$ cat src/rtl/cmos_pattern_pkg.sv
// Shared definitions for the CMOS test-pattern generator: register map, pattern codes,
// timing FSM encoding, reset defaults and small datapath helpers.
package cmos_pattern_pkg;

  localparam logic [2:0] RegCtrl   = 3'd0;
  localparam logic [2:0] RegSize   = 3'd1;
  localparam logic [2:0] RegBlank  = 3'd2;
  localparam logic [2:0] RegConst  = 3'd3;
  localparam logic [2:0] RegStatus = 3'd4;

  typedef enum logic [1:0] {
    PatConst   = 2'd0,
    PatColumn  = 2'd1,
    PatRow     = 2'd2,
    PatChecker = 2'd3
  } pattern_e;

  typedef enum logic [2:0] {
    StIdle   = 3'd0,
    StVsync  = 3'd1,
    StVblank = 3'd2,
    StLsync  = 3'd3,
    StActive = 3'd4,
    StHblank = 3'd5
  } state_e;

  localparam logic [9:0] WidthM1Default  = 10'd639;
  localparam logic [9:0] HeightM1Default = 10'd511;
  localparam logic [7:0] HblankDefault   = 8'd16;
  localparam logic [7:0] VblankDefault   = 8'd4;

  function automatic logic [31:0] wb_merge(input logic [31:0] cur, input logic [31:0] wdat,
                                           input logic [3:0] sel);
    logic [31:0] res;
    for (int i = 0; i < 4; i++) begin
      res[8*i +: 8] = sel[i] ? wdat[8*i +: 8] : cur[8*i +: 8];
    end
    return res;
  endfunction

  function automatic logic [15:0] pattern_pixel(input pattern_e pat, input logic [9:0] x,
                                                input logic [9:0] y, input logic [15:0] cst);
    logic [15:0] pix;
    case (pat)
      PatConst:  pix = cst;
      PatColumn: pix = {6'b0, x};
      PatRow:    pix = {6'b0, y};
      default:   pix = (x[3] ^ y[3]) ? 16'hFFFF : 16'h0000;
    endcase
    return pix;
  endfunction

endpackage

$ cat src/rtl/cmos_pattern_timing.sv
// Frame timing FSM for the pattern generator: sync/blank sequencing plus column, row and
// blanking counters. Geometry is sampled into shadow registers as each frame starts.
module cmos_pattern_timing
  import cmos_pattern_pkg::*;
(
  input  logic       clk_i,
  input  logic       rst_i,
  input  logic       enable_i,
  input  logic       oneshot_i,
  input  logic [9:0] width_m1_i,
  input  logic [9:0] height_m1_i,
  input  logic [7:0] hblank_i,
  input  logic [7:0] vblank_i,
  output logic       vsync_o,
  output logic       hsync_o,
  output logic       valid_o,
  output logic       valid_next_o,
  output logic [9:0] x_next_o,
  output logic [9:0] y_next_o,
  output logic       frame_start_o,
  output logic       frame_done_o,
  output logic       busy_o
);

  state_e      state_q, state_d;
  logic [9:0]  x_q, x_d;
  logic [9:0]  y_q, y_d;
  logic [7:0]  hcnt_q, hcnt_d;
  logic [7:0]  vline_q, vline_d;
  logic [10:0] vcyc_q, vcyc_d;
  logic [9:0]  width_m1_s_q, height_m1_s_q;
  logic [7:0]  hblank_s_q, vblank_s_q;
  logic        vsync_q, hsync_q, valid_q;
  logic        line_end;
  logic        frame_done;
  logic [10:0] line_last;

  // A vertical blank line is as long as a full active line: LSYNC + width + hblank.
  assign line_last = {1'b0, width_m1_s_q} + {3'b0, hblank_s_q} + 11'd1;

  always_comb begin
    state_d    = state_q;
    x_d        = x_q;
    y_d        = y_q;
    hcnt_d     = hcnt_q;
    vline_d    = vline_q;
    vcyc_d     = vcyc_q;
    line_end   = 1'b0;
    frame_done = 1'b0;
    case (state_q)
      StIdle: begin
        if (enable_i) state_d = StVsync;
      end
      StVsync: begin
        y_d = '0;
        if (vblank_s_q != 8'd0) begin
          state_d = StVblank;
          vline_d = '0;
          vcyc_d  = '0;
        end else begin
          state_d = StLsync;
        end
      end
      StVblank: begin
        if (vcyc_q == line_last) begin
          vcyc_d = '0;
          if (vline_q == vblank_s_q - 8'd1) state_d = StLsync;
          else vline_d = vline_q + 8'd1;
        end else begin
          vcyc_d = vcyc_q + 11'd1;
        end
      end
      StLsync: begin
        state_d = StActive;
        x_d     = '0;
      end
      StActive: begin
        if (x_q == width_m1_s_q) begin
          if (hblank_s_q != 8'd0) begin
            state_d = StHblank;
            hcnt_d  = '0;
          end else begin
            line_end = 1'b1;
          end
        end else begin
          x_d = x_q + 10'd1;
        end
      end
      StHblank: begin
        if (hcnt_q == hblank_s_q - 8'd1) line_end = 1'b1;
        else hcnt_d = hcnt_q + 8'd1;
      end
      default: state_d = StIdle;
    endcase

    if (line_end) begin
      if (y_q == height_m1_s_q) begin
        frame_done = 1'b1;
        state_d    = (enable_i && !oneshot_i) ? StVsync : StIdle;
      end else begin
        y_d     = y_q + 10'd1;
        state_d = StLsync;
      end
    end
  end

  always_ff @(posedge clk_i or posedge rst_i) begin
    if (rst_i) begin
      state_q       <= StIdle;
      x_q           <= '0;
      y_q           <= '0;
      hcnt_q        <= '0;
      vline_q       <= '0;
      vcyc_q        <= '0;
      width_m1_s_q  <= WidthM1Default;
      height_m1_s_q <= HeightM1Default;
      hblank_s_q    <= HblankDefault;
      vblank_s_q    <= VblankDefault;
      vsync_q       <= 1'b0;
      hsync_q       <= 1'b0;
      valid_q       <= 1'b0;
    end else begin
      state_q <= state_d;
      x_q     <= x_d;
      y_q     <= y_d;
      hcnt_q  <= hcnt_d;
      vline_q <= vline_d;
      vcyc_q  <= vcyc_d;
      if (state_d == StVsync) begin
        width_m1_s_q  <= width_m1_i;
        height_m1_s_q <= height_m1_i;
        hblank_s_q    <= hblank_i;
        vblank_s_q    <= vblank_i;
      end
      vsync_q <= (state_d == StVsync);
      hsync_q <= (state_d == StLsync);
      valid_q <= (state_d == StActive);
    end
  end

  assign vsync_o       = vsync_q;
  assign hsync_o       = hsync_q;
  assign valid_o       = valid_q;
  assign valid_next_o  = (state_d == StActive);
  assign x_next_o      = x_d;
  assign y_next_o      = y_d;
  assign frame_start_o = (state_d == StVsync);
  assign frame_done_o  = frame_done;
  assign busy_o        = (state_q != StIdle);

endmodule

$ cat src/rtl/cmos_pattern_gen.sv
// CMOS camera test-pattern generator with a Wishbone classic register port.
// Define CMOS_PATTERN_GEN_FRAME_CNT_EN to stamp the frame count into pixel (0,0) of every frame.
module cmos_pattern_gen
  import cmos_pattern_pkg::*;
(
  input  logic        wb_clk_i,
  input  logic        wb_rst_i,
  input  logic [31:0] wb_adr_i,
  input  logic [31:0] wb_dat_i,
  input  logic [3:0]  wb_sel_i,
  input  logic        wb_we_i,
  input  logic        wb_cyc_i,
  input  logic        wb_stb_i,
  output logic [31:0] wb_dat_o,
  output logic        wb_ack_o,
  output logic [15:0] cmos_data_o,
  output logic        cmos_vsync_o,
  output logic        cmos_hsync_o,
  output logic        cmos_valid_o
);

  logic        enable_q, enable_d;
  logic        oneshot_q, oneshot_d;
  pattern_e    pattern_q, pattern_d;
  logic [9:0]  width_m1_q, width_m1_d;
  logic [9:0]  height_m1_q, height_m1_d;
  logic [7:0]  hblank_q, hblank_d;
  logic [7:0]  vblank_q, vblank_d;
  logic [15:0] const_q, const_d;
  logic [15:0] frame_cnt_q;
  logic        ack_q;
  logic [31:0] dat_q;
  logic [15:0] data_q, data_d;
  pattern_e    pattern_s_q;
  logic [15:0] const_s_q;

  logic        wb_req, wb_wr;
  logic [2:0]  reg_sel;
  logic [31:0] rdata, wr_merged;
  logic        sig_unused;

  logic       valid_next, frame_start, frame_done, busy;
  logic [9:0] x_next, y_next;

  assign wb_req     = wb_cyc_i & wb_stb_i & ~ack_q;
  assign wb_wr      = wb_req & wb_we_i;
  assign reg_sel    = wb_adr_i[4:2];
  assign sig_unused = ^{wb_adr_i[31:5], wb_adr_i[1:0], wr_merged[31:26]};

  always_comb begin
    rdata = '0;
    case (reg_sel)
      RegCtrl:   rdata = {28'b0, pattern_q, oneshot_q, enable_q};
      RegSize:   rdata = {6'b0, height_m1_q, 6'b0, width_m1_q};
      RegBlank:  rdata = {8'b0, vblank_q, 8'b0, hblank_q};
      RegConst:  rdata = {16'b0, const_q};
      RegStatus: rdata = {busy, 15'b0, frame_cnt_q};
      default:   rdata = '0;
    endcase
  end

  // Merging against the readback value keeps reserved bits at zero.
  assign wr_merged = wb_merge(rdata, wb_dat_i, wb_sel_i);

  always_comb begin
    enable_d    = enable_q;
    oneshot_d   = oneshot_q;
    pattern_d   = pattern_q;
    width_m1_d  = width_m1_q;
    height_m1_d = height_m1_q;
    hblank_d    = hblank_q;
    vblank_d    = vblank_q;
    const_d     = const_q;
    if (wb_wr) begin
      case (reg_sel)
        RegCtrl: begin
          pattern_d = pattern_e'(wr_merged[3:2]);
          oneshot_d = wr_merged[1];
          enable_d  = wr_merged[0];
        end
        RegSize: begin
          height_m1_d = wr_merged[25:16];
          width_m1_d  = wr_merged[9:0];
        end
        RegBlank: begin
          vblank_d = wr_merged[23:16];
          hblank_d = wr_merged[7:0];
        end
        RegConst: const_d = wr_merged[15:0];
        default: ;
      endcase
    end
    // A finished one-shot frame disarms the generator, overriding a coincident write.
    if (frame_done && oneshot_q) enable_d = 1'b0;
  end

  always_comb begin
    data_d = '0;
    if (valid_next) begin
`ifdef CMOS_PATTERN_GEN_FRAME_CNT_EN
      if (x_next == 10'd0 && y_next == 10'd0) data_d = frame_cnt_q;
      else data_d = pattern_pixel(pattern_s_q, x_next, y_next, const_s_q);
`else
      data_d = pattern_pixel(pattern_s_q, x_next, y_next, const_s_q);
`endif
    end
  end

  always_ff @(posedge wb_clk_i or posedge wb_rst_i) begin
    if (wb_rst_i) begin
      enable_q    <= 1'b0;
      oneshot_q   <= 1'b0;
      pattern_q   <= PatConst;
      width_m1_q  <= WidthM1Default;
      height_m1_q <= HeightM1Default;
      hblank_q    <= HblankDefault;
      vblank_q    <= VblankDefault;
      const_q     <= '0;
      frame_cnt_q <= '0;
      ack_q       <= 1'b0;
      dat_q       <= '0;
      data_q      <= '0;
      pattern_s_q <= PatConst;
      const_s_q   <= '0;
    end else begin
      enable_q    <= enable_d;
      oneshot_q   <= oneshot_d;
      pattern_q   <= pattern_d;
      width_m1_q  <= width_m1_d;
      height_m1_q <= height_m1_d;
      hblank_q    <= hblank_d;
      vblank_q    <= vblank_d;
      const_q     <= const_d;
      if (frame_done) frame_cnt_q <= frame_cnt_q + 16'd1;
      ack_q       <= wb_req;
      dat_q       <= (wb_req && !wb_we_i) ? rdata : 32'd0;
      data_q      <= data_d;
      if (frame_start) begin
        pattern_s_q <= pattern_q;
        const_s_q   <= const_q;
      end
    end
  end

  cmos_pattern_timing u_timing (
    .clk_i         (wb_clk_i),
    .rst_i         (wb_rst_i),
    .enable_i      (enable_q),
    .oneshot_i     (oneshot_q),
    .width_m1_i    (width_m1_q),
    .height_m1_i   (height_m1_q),
    .hblank_i      (hblank_q),
    .vblank_i      (vblank_q),
    .vsync_o       (cmos_vsync_o),
    .hsync_o       (cmos_hsync_o),
    .valid_o       (cmos_valid_o),
    .valid_next_o  (valid_next),
    .x_next_o      (x_next),
    .y_next_o      (y_next),
    .frame_start_o (frame_start),
    .frame_done_o  (frame_done),
    .busy_o        (busy)
  );

  assign wb_ack_o    = ack_q;
  assign wb_dat_o    = dat_q;
  assign cmos_data_o = data_q;

endmodule

$ cat config.mk
export PLATFORM = sky130hd
export DESIGN_NAME = cmos_pattern_gen
export DESIGN_NICKNAME = d
export VERILOG_FILES = /design/src/rtl/cmos_pattern_pkg.sv /design/src/rtl/cmos_pattern_timing.sv /design/src/rtl/cmos_pattern_gen.sv
export SDC_FILE = /design/constraint.sdc
export NUM_CORES = 1
export LEC_CHECK = 0
export BUFFER_PORTS_ARGS = -buffer_cell sky130_fd_sc_hd__buf_2
export CAP_MARGIN = 15
export CORE_ASPECT_RATIO = 0.5
export CORE_MARGIN = 4
export CORE_UTILIZATION = 59
export DETAILED_ROUTE_END_ITERATION = 8
export PLACE_DENSITY = 0.8
export REMOVE_ABC_BUFFERS = 1
export SYNTH_ARGS = -nofsm -noshare
export SYNTH_HDL_FRONTEND = slang
export SYNTH_HIERARCHICAL = 1
export SYNTH_SLANG_ARGS = --single-unit
$ cat constraint.sdc
create_clock -name wb_clk_i -period 5.2 [get_ports wb_clk_i]
set_clock_uncertainty 0.2 [all_clocks]
set_input_delay 0.52 -clock wb_clk_i [delete_from_list [all_inputs] [get_ports wb_clk_i]]
set_output_delay 0.52 -clock wb_clk_i [all_outputs]
set_load 0.01 [all_outputs]
==> results of run 1 <==
## final cells by class
cell class / instances / share of cell area
flip-flops and latches: 223 / 0.4434
clock buffers: 32 / 0.04702
multi-input cells: 780 / 0.4349
inverters: 21 / 0.006506
repair buffers: 92 / 0.03805
clock inverters: 6 / 0.004633
well taps: 259 / 0.02553
## through the flow
step	worst slack, ps	area (sq um)	hold WS (ps)
detailed placement	1056	12020	271.9
floorplan	928.7	11230	242.5
CTS	1016	12690	39.42
global route	571.0	12690	42.52
finish	971.4	12690	47.29
global placement	1200	12020	262.1
## worst max-delay path, delay by kind of cell, from the launching register on
family	cells	cell delay (ps)
AOI/OAI and AO/OA	3	880
xor gates and xnor gates	1	270
adders and majority gates	1	190
buffers and inverters	1	100
DFF	1	430
muxes	1	340
and+or+nand+nor	7	1690
## kinds of logic (layout without fill, tap and decap cells)
family | after synthesis | in the layout | share of synthesized area
compound gates | 216 | 216 | 0.1298
xor+xnor | 78 | 78 | 0.05931
fa+ha+maj | 17 | 17 | 0.01912
buf+inv | 78 | 151 | 0.03346
flops | 223 | 223 | 0.4886
mux | 99 | 99 | 0.1047
other cells | 1 | 5 | 0.0003256
simple gates | 365 | 365 | 0.1647
## worst max-delay path by stage
stage / endpoint / slack [ps] / depth (start not counted)
2_1_floorplan: cmos_data_o[0]$_DFF_PP0_ / 930 / 1
3_3_place_gp: cmos_data_o[4]$_DFF_PP0_ / 1200 / 14
3_5_place_dp: cmos_data_o[6]$_DFF_PP0_ / 1060 / 14
4_1_cts: cmos_data_o[6]$_DFF_PP0_ / 1020 / 14
5_1_grt: cmos_data_o[8]$_DFF_PP0_ / 570 / 14
6_report: cmos_data_o[6]$_DFF_PP0_ / 970 / 14
## synth_stat cells, types with 9 or more instances
| cell type | instances | area (sq um) |
|---|---|---|
| nand3b_1 | 26 | 195.2 |
| mux2_2 | 51 | 574.3 |
| nand3_1 | 36 | 180.2 |
| o21ai_0 | 32 | 160.2 |
| xor2_1 | 31 | 271.5 |
| xnor2_1 | 47 | 411.6 |
| nor2_1 | 76 | 285.3 |
| o31ai_1 | 29 | 217.7 |
| dfstp_2 | 38 | 998.5 |
| inv_1 | 20 | 75.07 |
| buf_2 | 23 | 115.1 |
| mux2i_1 | 17 | 170.2 |
| a211oi_1 | 19 | 142.6 |
| nand2_1 | 104 | 390.4 |
| o22ai_1 | 10 | 62.56 |
| clkbuf_1 | 21 | 78.83 |
| nor4_1 | 9 | 56.30 |
| ha_1 | 16 | 200.2 |
| nand4_1 | 14 | 87.58 |
| mux2_4 | 30 | 450.4 |
| and3_1 | 17 | 106.4 |
| a22oi_1 | 14 | 105.1 |
| dfrtp_1 | 185 | 4629 |
| nand2b_1 | 19 | 118.9 |
| a31oi_1 | 11 | 68.82 |
| nor2b_1 | 11 | 68.82 |
| a21oi_1 | 42 | 210.2 |
## routing by layer
layer,track usage,share of wire
met5,0,0
met4,0.05587,0.018
met3,0.03778,0.070
met2,0.4150,0.46
met1,0.3857,0.45
## sequential cells by signal (all words and copies together) (netlist names), 2 cells and up
register,flops
wb_dat_o,27
cmos_data_o,16
const_q,16
const_s_q,16
frame_cnt_q,16
u_timing/vcyc_q,11
height_m1_q,10
u_timing/height_m1_s_q,10
u_timing/width_m1_s_q,10
u_timing/x_q,10
u_timing/y_q,10
width_m1_q,10
hblank_q,8
u_timing/hblank_s_q,8
u_timing/hcnt_q,8
u_timing/vblank_s_q,8
u_timing/vline_q,8
vblank_q,8
u_timing/state_q,3
pattern_q,2
pattern_s_q,2
## power by group through the flow
stage	clock, uW	sequential, uW	combinational [uW]
after detailed placement	0	2490	1970
after global placement	0	2470	1880
after floorplan	0	2370	1540
final	1500	2480	2000
after global routing	1600	2520	2180
after CTS	1520	2470	1990
==> impl_metrics.env, run 1 <==
export IMPL_power_frac_comb=0.335
export IMPL_drtIter0Drc=732
export IMPL_seqPwrFrac=0.415
export IMPL_drc=0
export IMPL_syn_area_sq_mm=0.01152
export IMPL_dp_hpwl_mm=19.77
export IMPL_cts_buffer_depth=3
export IMPL_drv_cap=0
export IMPL_max_stage_delay_ps=470
export IMPL_syn_avg_cell_area_sq_um=10.70
export IMPL_grt_usage=0.2610
export IMPL_peakVddDrop_v=0.0002804
export IMPL_p_sw_frac=0.3548
export IMPL_worstSetupStartpoint="u_timing/hblank_s_q[0]$_DFFE_PP0N_"
export IMPL_rsz0062_at_grt="false"
export IMPL_port_buffers=84
export IMPL_drive_gt1_frac=0.2322
export IMPL_yosysWarningCount=6
export IMPL_clkTransAtPathRegs_ps=70
export IMPL_synth_ff_type="dfrtp_1"
export IMPL_holdPathStages=2
export IMPL_ioPinCount=125
export IMPL_stdcell_count=1413
export IMPL_ff2ff_path_depth=14
export IMPL_post_drt_via_cell_ratio=6.201
export IMPL_num_antenna_cells=0
export IMPL_status="finished clean"
export IMPL_place_congestion=0.9008
export IMPL_initial_utilization=0.6131
export IMPL_critPathCaptureType="flip-flop"
export IMPL_netlist_instances=1077
export IMPL_grt_pass1_wl_mm=46.31
export IMPL_switchingPower_uw=2123
export IMPL_grt_antenna_before_repair=0
export IMPL_grt_ovfl_total=0
export IMPL_arrival_ps=4410
export IMPL_grt_max_degree=59
export IMPL_ys_types=80
export IMPL_cts_hold_buffers=1
export IMPL_final_cell_mix="185 x dfrtp_1, 104 x nand2_1, 84 x buf_2, 76 x nor2_1, 51 x mux2_2"
export IMPL_reg2reg_slack_ps=970
export IMPL_ys_ff_latch=223
export IMPL_finalSetupTns_ps=0
export IMPL_power_uw=5983
export IMPL_num_rows=35
export IMPL_area_delta_synth_final_pct=10.20
export IMPL_relSlewSlack=0.2085
export IMPL_fin_crit_sh=0.8132
export IMPL_cts_setup_buffers=0
export IMPL_die_y_um=106.8
export IMPL_cts_resized=0
export IMPL_final_common_cell="dfrtp_1"
export IMPL_ys_seq_area_frac=0.4886
export IMPL_cts_made_buffers=21
export IMPL_fin_nets=1229
export IMPL_postRouteAntennaNets=0
export IMPL_multiInputGateArea_sq_mm=0.005520
export IMPL_worst_slew_pin_slew_ps=1187
export IMPL_dp_cells=1373
export IMPL_finalCriticalPeriod_ps=4229
export IMPL_worst_ep_required_time_ps=5380
export IMPL_fp_dieArea_sq_mm=0.02196
export IMPL_finalSetupViolations=0
export IMPL_die_w_um=205.6
export IMPL_finalMaxSlewViolations=0
export IMPL_insertion_delay_ps=510
export IMPL_whs_endpoint="const_q[10]$_DFFE_PP0P_"
export IMPL_async_flop_share=1.000
export IMPL_dr_pass1_iters=5
export IMPL_synth_edf_count=0
export IMPL_tritoncts="yes"
export IMPL_hold_viol_final=0
export IMPL_wl_per_cell_um=19.80
export IMPL_cts_num_sinks=223
export IMPL_r2r_end="cmos_data_o[6]$_DFF_PP0_"
export IMPL_regArea_sq_mm=0.005628
export IMPL_path_cells="inv_1 -> ha_1 -> nor4b_1 -> a21oi_1 -> nor4b_2 -> o211ai_2 -> a21boi_2 -> and3_1 -> nand2_1 -> mux2i_1 -> xnor2_1 -> nand3_1 -> nand2_1 -> nor2_1"
export IMPL_cts_max_level=1
export IMPL_critPathSlowestCell="a21boi_2"
export IMPL_grt_pass1_vias=8791
export IMPL_path_class="flip-flop to flip-flop"
export IMPL_clkPwrFrac=0.250
export IMPL_vias=8762
export IMPL_cts_root_buf="clkbuf_16"
export IMPL_hp_class="input pin to flip-flop"
export IMPL_coreArea_sq_mm=0.01879
export IMPL_fillers=1397
export IMPL_cp_common_cell="nand2_1"
export IMPL_leakage_uw=0.005893
export IMPL_hp_start="wb_dat_i[10]"
export IMPL_p_int_uw=3860
export IMPL_final_util=0.6757
export IMPL_totalWireLength_mm=27.97
export IMPL_worstPathMaxFanout=10
export IMPL_start_kind="flip-flop"
export IMPL_fmax_mhz=236.5
export IMPL_powerDensity_mw_per_mm2=471.3
export IMPL_r2r_start="u_timing/hblank_s_q[0]$_DFFE_PP0N_"
Power figures use the tool's default switching activity.
==> run 2, diff against run 1 <==
Clock period 5.2 ns to 3.9 ns, I/O delays scaled along.
==> impl_metrics.env, run 2 (same netlist as run 1, synthesis figures left out) <==
export IMPL_status="finished clean"
export IMPL_arrival_ps=3840
export IMPL_largest_reg_flops=27
export IMPL_insertion_delay_ps=500
export IMPL_grt_pass1_wl_mm=46.15
export IMPL_area_delta_synth_final_pct=12.20
export IMPL_cts_buffer_depth=3
export IMPL_num_rows=35
export IMPL_dr_pass1_iters=5
export IMPL_grt_max_degree=66
export IMPL_cts_setup_buffers=0
export IMPL_fmax_mhz=273.6
export IMPL_rsz0062_at_grt="false"
export IMPL_finalSetupViolations=0
export IMPL_fin_nets=1249
export IMPL_postRouteAntennaNets=0
export IMPL_finalMaxSlewViolations=0
export IMPL_cts_root_buf="clkbuf_16"
export IMPL_dp_cells=1386
export IMPL_final_common_cell="dfrtp_1"
export IMPL_final_cell_mix="185 x dfrtp_1, 104 x nand2_1, 84 x buf_2, 75 x nor2_1, 51 x mux2_2"
export IMPL_leakage_uw=0.006004
export IMPL_drv_cap=0
export IMPL_relSlewSlack=0.2486
export IMPL_grt_antenna_before_repair=0
export IMPL_cts_num_sinks=223
export IMPL_die_w_um=205.6
export IMPL_die_y_um=106.8
export IMPL_wl_per_cell_um=19.67
export IMPL_finalSetupTns_ps=0
export IMPL_hold_viol_final=0
export IMPL_ioPinCount=125
export IMPL_worst_slew_pin_slew_ps=1127
export IMPL_final_area_sq_mm=0.01292
export IMPL_initial_utilization=0.6131
export IMPL_fp_dieArea_sq_mm=0.02196
export IMPL_grt_ovfl_total=0
export IMPL_vias=8797
export IMPL_powerDensity_mw_per_mm2=626.2
export IMPL_clkTransAtPathRegs_ps=70
export IMPL_grt_usage=0.2614
export IMPL_worst_ep_required_time_ps=4080
export IMPL_pre_cts_ws_ps=199.3
export IMPL_peakVddDrop_v=0.0004438
export IMPL_drtIter0Drc=717
export IMPL_totalWireLength_mm=28.18
export IMPL_dp_hpwl_mm=20.00
export IMPL_tritoncts="yes"
export IMPL_hp_class="input pin to flip-flop"
export IMPL_place_congestion=0.9086
export IMPL_cts_max_level=1
export IMPL_timing_final_ws_setup_ps=245.5
export IMPL_drive_gt1_frac=0.2411
export IMPL_critPathCaptureType="flip-flop"
export IMPL_coreArea_sq_mm=0.01879
export IMPL_clkPwrFrac=0.249
export IMPL_stdcell_count=1433
export IMPL_start_kind="flip-flop"
export IMPL_place_area_sq_mm=0.01214
export IMPL_power_frac_comb=0.347
export IMPL_fin_crit_sh=0.9371
export IMPL_path_class="flip-flop to flip-flop"
export IMPL_port_buffers=84
export IMPL_p_int_uw=5269
export IMPL_p_sw_frac=0.3489
export IMPL_post_drt_via_cell_ratio=6.139
export IMPL_seqPwrFrac=0.404
export IMPL_cts_made_buffers=21
export IMPL_num_antenna_cells=0
export IMPL_worstPathMaxFanout=19
export IMPL_finalCriticalPeriod_ps=3655
export IMPL_switchingPower_uw=2824
export IMPL_drc=0
export IMPL_grt_pass1_vias=8800
-- run 2: critical path: stages (launching register included) --
cell	delay, ps
dfrtp_1	430
inv_1	100
ha_1	160
inv_1	50
fa_1	390
xnor2_1	250
xnor2_1	90
nor4_1	240
nand3_1	150
nor4_1	380
a21o_2	240
o2111ai_4	130
inv_1	150
buf_12	190
mux2_2	360
-- run 2: routing by layer --
metal,global-route usage,share of wire,up-vias
li1,-,-,4050
met1,0.3717,0.45,4396
met2,0.4183,0.46,296
met3,0.04624,0.064,55
met4,0.07068,0.023,0
met5,0.002381,0,-
-- run 2: power groups by stage --
stage / clock network (uW) / registers, uW / logic, uW
6_report: 2020 / 3270 / 2810
5_1_grt: 2150 / 3320 / 3060
4_1_cts: 2040 / 3250 / 2780
3_5_place_dp: 0 / 3280 / 2740
3_3_place_gp: 0 / 3260 / 2620
2_1_floorplan: 0 / 3160 / 2050
-- run 2: final timing paths --
path	startpoint	end	slack, ps	depth (start not counted)
setup / recovery	u_timing/hblank_s_q[0]$_DFFE_PP0N_	const_s_q[14]$_DFFE_PP0P_	250	14
hold / removal	wb_dat_i[23]	vblank_q[7]$_DFFE_PP0P_	10	3
setup reg to reg	u_timing/hblank_s_q[0]$_DFFE_PP0N_	const_s_q[14]$_DFFE_PP0P_	250	14
hold reg to reg	frame_cnt_q[15]$_DFFE_PP0P_	frame_cnt_q[15]$_DFFE_PP0P_	270	1
max in group asynchronous	wb_rst_i	width_m1_q[5]$_DFFE_PP1P_	2100	4
min in group asynchronous	wb_rst_i	wb_dat_o[17]$_DFF_PP0_	400	3
-- run 2: timing repair --
action | 4_1_cts | 5_1_grt
resized for setup | 0 | 4
hold buffers | 9 | 0
endpoints found under the setup margin | 0 | 17
hold endpoints to repair | 108 | 0
-- run 2: area by class of cell --
class | instances | area (sq um)
Fill cell | 1329 | 5863
Sequential cell | 223 | 5628
Multi-Input combinational cell | 780 | 5539
Timing Repair Buffer | 112 | 678.2
Clock buffer | 35 | 628.1
Tap cell | 259 | 324.1
Inverter | 21 | 82.58
Clock inverter | 3 | 43.79
-- run 2: per-stage QoR --
| step | total power, uW | hold slack, ps | util |
|---|---|---|---|
| after detailed placement | 6027 | 261.5 | 0.6464 |
| after CTS | 8070 | 2.981 | 0.6869 |
| after floorplan | 5210 | 242.5 | - |
| after global routing | 8526 | 10.44 | 0.6879 |
| after global placement | 5882 | 262.8 | 0.6464 |
| final | 8093 | 14.32 | 0.6879 |
